[src/rtl/lc3b_types.sv]
// Shared LC-3b datapath types plus the L2 port scheduler state encoding.
package lc3b_types;

  typedef logic [15:0]  lc3b_word;
  typedef logic [127:0] lc3b_c_block;

  typedef enum logic [1:0] {
    IDLE    = 2'd0,
    GRANT_I = 2'd1,
    GRANT_D = 2'd2,
    DONE    = 2'd3
  } l2_sched_state_t;

endpackage

[src/rtl/register.sv]
// Generic load-enabled register with async active-low clear.
module register #(
  parameter int WIDTH = 16
) (
  input  logic             clk,
  input  logic             rst_n,
  input  logic             load,
  input  logic [WIDTH-1:0] d_in,
  output logic [WIDTH-1:0] q_out
);

  logic [WIDTH-1:0] data_q, data_d;

  always_comb begin
    data_d = data_q;
    if (load) data_d = d_in;
  end

  always_ff @(posedge clk or negedge rst_n) begin
    if (!rst_n) data_q <= '0;
    else        data_q <= data_d;
  end

  assign q_out = data_q;

endmodule

[src/rtl/l2_port_scheduler.sv]
// Arbitrates the single L2 port between I-cache and D-cache misses, D first,
// with a bounded number of consecutive D grants while the I-cache waits.
//
// state   | meaning
// IDLE    | no miss in flight; arbitrate incoming requests
// GRANT_I | I-cache read held on the L2 port until l2_resp
// GRANT_D | D-cache read or writeback held on the L2 port until l2_resp
// DONE    | one bubble cycle so the winner can drop its request
module l2_port_scheduler
  import lc3b_types::*;
#(
  parameter int ADDR_W       = 16,
  parameter int BLOCK_W      = 128,
  parameter int STARVE_LIMIT = 3
) (
  input  logic               clk,
  input  logic               rst_n,
  input  logic               i_read,
  input  logic [ADDR_W-1:0]  i_addr,
  output logic               i_resp,
  input  logic               d_read,
  input  logic               d_write,
  input  logic [ADDR_W-1:0]  d_addr,
  input  logic [BLOCK_W-1:0] d_wdata,
  output logic               d_resp,
  output logic [BLOCK_W-1:0] rdata,
  output logic               l2_read,
  output logic               l2_write,
  output logic [ADDR_W-1:0]  l2_addr,
  output logic [BLOCK_W-1:0] l2_wdata,
  input  logic [BLOCK_W-1:0] l2_rdata,
  input  logic               l2_resp,
  output logic               ld_regs
);

  localparam logic [2:0] LIMIT = 3'(STARVE_LIMIT);

  l2_sched_state_t state_q, state_d;
  logic [2:0]      starve_cnt_q, starve_cnt_d;
  logic            l2_read_q, l2_read_d;
  logic            l2_write_q, l2_write_d;
  logic            d_req, grant_d, grant_i, grant;

  assign d_req   = d_read | d_write;
  assign grant_d = (state_q == IDLE) && d_req && (!i_read || (starve_cnt_q < LIMIT));
  assign grant_i = (state_q == IDLE) && !grant_d && i_read;
  assign grant   = grant_d | grant_i;

  always_comb begin
    state_d      = state_q;
    starve_cnt_d = starve_cnt_q;
    l2_read_d    = l2_read_q;
    l2_write_d   = l2_write_q;
    case (state_q)
      IDLE: begin
        if (grant_d) begin
          state_d    = GRANT_D;
          // A combined read+write request is served as the writeback only.
          l2_write_d = d_write;
          l2_read_d  = !d_write;
          if (i_read) starve_cnt_d = (starve_cnt_q == 3'd7) ? starve_cnt_q : starve_cnt_q + 3'd1;
          else        starve_cnt_d = 3'd0;
        end else if (grant_i) begin
          state_d      = GRANT_I;
          l2_read_d    = 1'b1;
          l2_write_d   = 1'b0;
          starve_cnt_d = 3'd0;
        end
      end
      GRANT_I, GRANT_D: begin
        if (l2_resp) begin
          state_d    = DONE;
          l2_read_d  = 1'b0;
          l2_write_d = 1'b0;
        end
      end
      DONE:    state_d = IDLE;
      default: state_d = IDLE;
    endcase
  end

  always_ff @(posedge clk or negedge rst_n) begin
    if (!rst_n) begin
      state_q      <= IDLE;
      starve_cnt_q <= 3'd0;
      l2_read_q    <= 1'b0;
      l2_write_q   <= 1'b0;
    end else begin
      state_q      <= state_d;
      starve_cnt_q <= starve_cnt_d;
      l2_read_q    <= l2_read_d;
      l2_write_q   <= l2_write_d;
    end
  end

  register #(.WIDTH(ADDR_W)) u_addr_reg (
    .clk   (clk),
    .rst_n (rst_n),
    .load  (grant),
    .d_in  (grant_d ? d_addr : i_addr),
    .q_out (l2_addr)
  );

  register #(.WIDTH(BLOCK_W)) u_wdata_reg (
    .clk   (clk),
    .rst_n (rst_n),
    .load  (grant),
    .d_in  (grant_d ? d_wdata : '0),
    .q_out (l2_wdata)
  );

  assign l2_read  = l2_read_q;
  assign l2_write = l2_write_q;
  assign i_resp   = (state_q == GRANT_I) && l2_resp;
  assign d_resp   = (state_q == GRANT_D) && l2_resp;
  assign rdata    = l2_rdata;
  assign ld_regs  = (state_q == DONE) || ((state_q == IDLE) && !(i_read || d_req));

endmodule
[config.mk]
export PLATFORM = sky130hd
export DESIGN_NAME = l2_port_scheduler
export DESIGN_NICKNAME = d
export VERILOG_FILES = /design/src/rtl/lc3b_types.sv /design/src/rtl/register.sv /design/src/rtl/l2_port_scheduler.sv
export SDC_FILE = /design/constraint.sdc
export NUM_CORES = 1
export LEC_CHECK = 0
export ABC_CLOCK_PERIOD_IN_PS = 5400
export CAP_MARGIN = 10
export CORE_AREA = 10 10 213 215
export CTS_BUF_LIST = sky130_fd_sc_hd__clkbuf_4
export DETAILED_ROUTE_END_ITERATION = 10
export DIE_AREA = 0 0 223 225
export GPL_TIMING_DRIVEN = 0
export PLACE_DENSITY = 0.53
export SKIP_LAST_GASP = 1
export SLEW_MARGIN = 20
export SYNTH_ARGS = -nofsm -noshare
export SYNTH_HDL_FRONTEND = slang
export SYNTH_SLANG_ARGS = --single-unit
[constraint.sdc]
create_clock -name clk -period 5.4 [get_ports clk]
set_clock_uncertainty 0.2 [all_clocks]
set_input_delay 0.81 -clock clk [delete_from_list [all_inputs] [get_ports clk]]
set_output_delay 0.81 -clock clk [all_outputs]
set_load 0.1 [all_outputs]
==> results of run 1 <==
worst register-to-register path: stages, from the launching register on:
cell     delay [ps]
dfrtp_1         430
inv_1           110
ha_1            150
buf_2           170
o21ai_2         170
a21oi_2         230
buf_2           410
buf_2           420
a22o_1          190
state kept, by name, indices dropped and copies added, names as in the netlist:
register / cells
starve_cnt_q: 3
u_wdata_reg.q_out: 128
state_q: 2
u_addr_reg.q_out: 16
l2_read: 1
l2_write: 1
Yosys cell counts (all sizes together):
master and instances:
a21oi 4, nor3 1, nand2 3, nand2b 1, dfrtp 151, clkbuf 4
o2bb2ai 1, o21ai 3, o32ai 1, and2 2, a22o 130, o22a 16
or2 1, mux2i 1, nand3 2, mux2 1, o22ai 33, buf 162
inv 5, nor2 19, or4b 1, ha 6, nor2b 1, a41o 1
a21o 2
metal layers:
| metal | track usage | up-vias |
|---|---|---|
| li1 | - | 2842 |
| met2 | 0.207 | 293 |
| met5 | 0 | - |
| met4 | 0.0342 | 4 |
| met3 | 0.0608 | 26 |
| met1 | 0.133 | 2944 |
final timing paths:
check	start	end	slack, ps	cells past startpoint
setup / recovery	state_q[0]	ld_regs	1160	6
hold / removal	u_wdata_reg.q_out[28]	u_wdata_reg.q_out[28]	320	1
setup reg to reg	state_q[0]	u_wdata_reg.q_out[86]	2870	8
hold reg to reg	u_wdata_reg.q_out[28]	u_wdata_reg.q_out[28]	320	1
max in group asynchronous	rst_n	u_wdata_reg.q_out[5]	3880	3
min in group asynchronous	rst_n	u_wdata_reg.q_out[96]	430	2
logic make-up (layout without fill, tap and decap cells):
family	count (synthesis)	count (layout)	share of synthesized area
buffers and inverters	171	647	0.176
flip-flops	151	151	0.557
multiplexers	2	2	0.00313
AND/OR/NAND/NOR	31	31	0.0212
AO/OA/AOI/OAI	191	191	0.232
adder cells (fa/ha/maj)	6	6	0.0111
other	0	4	0
cell type report:
type / count / area share
inverter: 5 / 0.00153
timing repair buffer: 445 / 0.366
antenna: 4 / 0.000816
multi-input combinational: 230 / 0.148
tap: 539 / 0.0550
clock inverter: 10 / 0.0119
clock buffer: 21 / 0.0128
sequential: 151 / 0.308
buffer: 166 / 0.0958
timing repair:
| action | CTS | global route |
|---|---|---|
| hold buffers | 1 | 0 |
| gates resized for setup | 0 | 0 |
| endpoints found under the hold margin | 40 | 0 |
per-stage QoR:
step / worst slack [ps] / util
final: 1160 / 0.296
after global placement: -3690 / 0.287
after CTS: 1030 / 0.296
after floorplan: 2330 / -
after global routing: 928 / 0.296
after detailed placement: 1220 / 0.289
==> results.py, run 1 <==
metrics = {
    "hold_path": {
        "hold_path.class": "flip-flop to flip-flop",
    },
    "detailed_routing": {
        "drtAntennaViolNets": 0,
        "drt-vias-per-instance": 3.89,
        "drc": 0,
        "wl_per_cell_um": 20.5,
        "wl_mm": 32.3,
        "wl_met3_mm": 3.21,
        "dr_total_vias": 6109,
        "drt_iter0_drc": 201,
        "highest_layer": "met5",
        "wl_met2_mm": 16.2,
        "m1WireLength_mm": 12.4,
        "firstDrtPassIters": 4,
    },
    "synthesis": {
        "syn_area_um2": 6790,
        "synth_cell_type_count": 30,
        "synth_nets": 852,
        "synth_warnings": 0,
        "synth_seq_cells": 151,
        "seq_area_frac_synth": 0.557,
        "synth_top_area_frac": 0.557,
        "yosys.area.top_type": "dfrtp_1",
        "synth_area_leaders": "dfrtp_1 (56%), a22o_1 (17%), buf_4 (15%)",
        "syn_area_per_cell_um2": 12.3,
        "syn_inst": 552,
    },
    "finish": {
        "final_common_cell": "clkdlybuf4s50_1",
        "seq_area_um2": 3780,
        "nets": 1316,
        "area_growth_pct": 80.8,
        "drive_above_1_share": 0.195,
        "final_cell_mix": "clkdlybuf4s50_1 (441), dfrtp_1 (151), buf_4 (140)",
        "fin_cells": 1571,
        "fillCellCount": 4298,
        "stdcell_area_um2": 12300,
        "multiInputGateArea_um2": 1810,
    },
    "place": {
        "numPortBuffers": 442,
        "dp_hpwl_mm": 25.9,
        "place.gp.congestion": 0.731,
        "placed_area_um2": 11900,
        "dp_cells": 1535,
    },
    "floorplan": {
        "dieArea_um2": 50200,
        "rows": 75,
        "die_y_um": 225,
        "core_um2": 41400,
        "start_util": 0.164,
        "fp.dieW_um": 223,
        "io_pins": 571,
    },
    "timing": {
        "clock.fmax_mhz": 236,
        "final-setup-viol-count": 0,
        "whs_ps": 318,
        "rsz0062_at_grt": "no",
        "tightest_slew_ps": 1130,
        "setup-tns-final_ps": 0,
        "relSlewSlack": 0.245,
        "post-route-min-period_ps": 4240,
        "hold_viol": 0,
        "finalCritPeriodShare": 0.786,
        "slew_viol_final": 0,
    },
    "critical_path": {
        "crit_family": "buffers and inverters",
        "cp_slowest_stage_delay_ps": 1170,
        "crit_slowest_cell": "clkdlybuf4s50_1",
        "crit_type": "flip-flop to primary output",
        "cp_data_arrival_time_ps": 3230,
        "critPathCaptureType": "primary output",
        "worstPathCellList": "inv_1 -> ha_1 -> buf_2 -> or4b_1 -> nand2b_1 -> clkdlybuf4s50_1",
        "cp.required_ps": 4390,
        "cp_max_fo": 7,
        "crit_buf_inv": 3,
        "cp-start-kind": "flip-flop",
    },
    "global_route": {
        "grt_max_degree": 65,
        "grt_remaining_overflow": 0,
        "track_usage": 0.122,
        "antenna_found_initial": 4,
        "grt_pass1_wl_mm": 46.0,
        "grt_pass1_vias": 6755,
    },
    "clock_tree": {
        "cts_buffers": 17,
        "clkSinkCount": 151,
        "cts.clk_slew.worst_paths_ps": 140,
        "clockBufferDepth": 2,
        "cts-root-buf": "clkbuf_4",
        "cts_tree": "done",
        "clkLatencyLatePin_ps": 640,
        "cts-htree-levels": 4,
        "post_cts_buffers": 0,
    },
    "flow_run": {
        "drv_cap": 0,
    },
    "status": {
        "outcome": "finished, final reports clean",
    },
}
Power of run 1 is not shown: default switching activity piles up to over one toggle a cycle in this logic, so the estimate is an artifact.
==> run 2, diff against run 1 <==
ABC_CLOCK_PERIOD_IN_PS = 3600   (was 5400)
CORE_AREA = 10 10 214 216   (was 10 10 213 215)
DIE_AREA = 0 0 224 226   (was 0 0 223 225)
PLACE_DENSITY = 0.54   (was 0.53)
clock period = 3.6 ns   (was 5.4 ns; I/O delays follow)
==> run 2 against run 1 <==
- setup slack got worse by 900 ps
- core utilization fell by 0.24 points
- clock-buffer cell count fell by 1
- critical path depth did not move
- routed wire length rose by 0.34%
- critical endpoint unchanged
==> results.py, run 2 (synthesis results as in run 1) <==
metrics = {
    "timing": {
        "post-route-min-period_ps": 3340,
        "tightest_slew_ps": 1100,
        "slew_viol_final": 0,
        "finalCritPeriodShare": 0.929,
        "final-setup-viol-count": 0,
        "hold_viol": 0,
        "setup-tns-final_ps": 0,
        "clock.fmax_mhz": 299,
        "relSlewSlack": 0.264,
    },
    "finish": {
        "area_growth_pct": 80.1,
        "drive_above_1_share": 0.196,
        "final_util": 0.294,
        "fillCellCount": 4307,
        "stdcell_area_um2": 12200,
        "final_cell_mix": "clkdlybuf4s50_1 (437), dfrtp_1 (151), buf_4 (140)",
        "multiInputGateArea_um2": 1810,
        "largest_register_ffs": 128,
        "final_common_cell": "clkdlybuf4s50_1",
        "fin_cells": 1571,
        "nets": 1315,
        "seq_area_um2": 3780,
    },
    "critical_path": {
        "crit_slowest_cell": "clkdlybuf4s18_2",
        "cp_slowest_stage_delay_ps": 550,
        "crit_buf_inv": 3,
        "worstPathCellList": "inv_1 -> ha_1 -> buf_2 -> or4b_1 -> nand2b_1 -> clkdlybuf4s18_2",
        "cp.required_ps": 2860,
        "critPathCaptureType": "primary output",
        "cp-start-kind": "flip-flop",
        "cp_data_arrival_time_ps": 2600,
        "r2r_setup_slack_ps": 1160,
        "crit_type": "flip-flop to primary output",
        "crit_family": "buffers and inverters",
        "cp_max_fo": 7,
    },
    "clock_tree": {
        "clkSinkCount": 151,
        "cts_buffers": 17,
        "cts.clk_slew.worst_paths_ps": 140,
        "clockBufferDepth": 2,
        "cts_tree": "done",
        "cts-htree-levels": 4,
        "clkLatencyLatePin_ps": 630,
        "cts-root-buf": "clkbuf_4",
        "post_cts_buffers": 0,
    },
    "floorplan": {
        "start_util": 0.163,
        "io_pins": 571,
        "die_y_um": 226,
        "dieArea_um2": 50600,
        "fp.dieW_um": 224,
        "rows": 75,
        "core_um2": 41600,
    },
    "place": {
        "placed_area_um2": 11900,
        "place.gp.congestion": 0.775,
        "numPortBuffers": 442,
        "dp_hpwl_mm": 26.1,
        "dp_cells": 1534,
    },
    "global_route": {
        "grt_pass1_vias": 6825,
        "grt_remaining_overflow": 0,
        "grt_pass1_wl_mm": 46.3,
        "antenna_found_initial": 4,
        "grt_max_degree": 87,
        "track_usage": 0.122,
    },
    "detailed_routing": {
        "dr_total_vias": 6176,
        "drc": 0,
        "wl_per_cell_um": 20.6,
        "drt_iter0_drc": 241,
        "drt-vias-per-instance": 3.93,
        "wl_mm": 32.4,
        "drtAntennaViolNets": 0,
        "firstDrtPassIters": 4,
    },
    "flow_run": {
        "drv_cap": 0,
    },
    "hold_path": {
        "hold_path.class": "primary input to asynchronous set/reset pin",
    },
    "status": {
        "outcome": "finished, final reports clean",
    },
}
[run 2: final timing paths]
| kind | from | to | cells after the start |
|---|---|---|---|
| max in group asynchronous | rst_n | u_wdata_reg.q_out[3] | 3 |
| min reg2reg | u_wdata_reg.q_out[78] | u_wdata_reg.q_out[78] | 1 |
| min | rst_n | u_addr_reg.q_out[5] | 2 |
| min in group clk | d_wdata[107] | u_wdata_reg.q_out[107] | 2 |
| max reg2reg | state_q[0] | u_wdata_reg.q_out[77] | 8 |
| max | state_q[0] | ld_regs | 6 |
[run 2: what timing repair did]
item,CTS,global route
hold buffers,1,0
hold endpoints to repair,65,0
setup endpoints to repair,1,1
gates resized for setup,3,1
[run 2: layer usage]
metal / track usage / up-vias / part of all wire
met4: 0.0377 / 2 / 0.010
met1: 0.126 / 3026 / 0.36
li1: - / 2831 / -
met2: 0.218 / 294 / 0.53
met5: 0 / - / 0.00037
met3: 0.0537 / 23 / 0.096
[run 2: per-stage QoR]
stage	hold slack [ps]	worst slack, ps
2_1_floorplan	44.4	932
5_1_grt	161	-6.41
3_3_place_gp	287	-5130
4_1_cts	141	98.4
3_5_place_dp	291	-44.5
6_report	220	255
[run 2: final cells by class]
| class | instances | area share |
|---|---|---|
| inverters | 5 | 0.00154 |
| flip-flops and latches | 151 | 0.309 |
| multi-input cells | 230 | 0.148 |
| clock inverters | 12 | 0.0124 |
| repair buffers | 444 | 0.364 |
| clock buffers | 20 | 0.0123 |
| plain buffers | 166 | 0.0961 |
| diodes | 4 | 0.000819 |
| well taps | 539 | 0.0552 |
Power of run 2 is left out for the same reason.
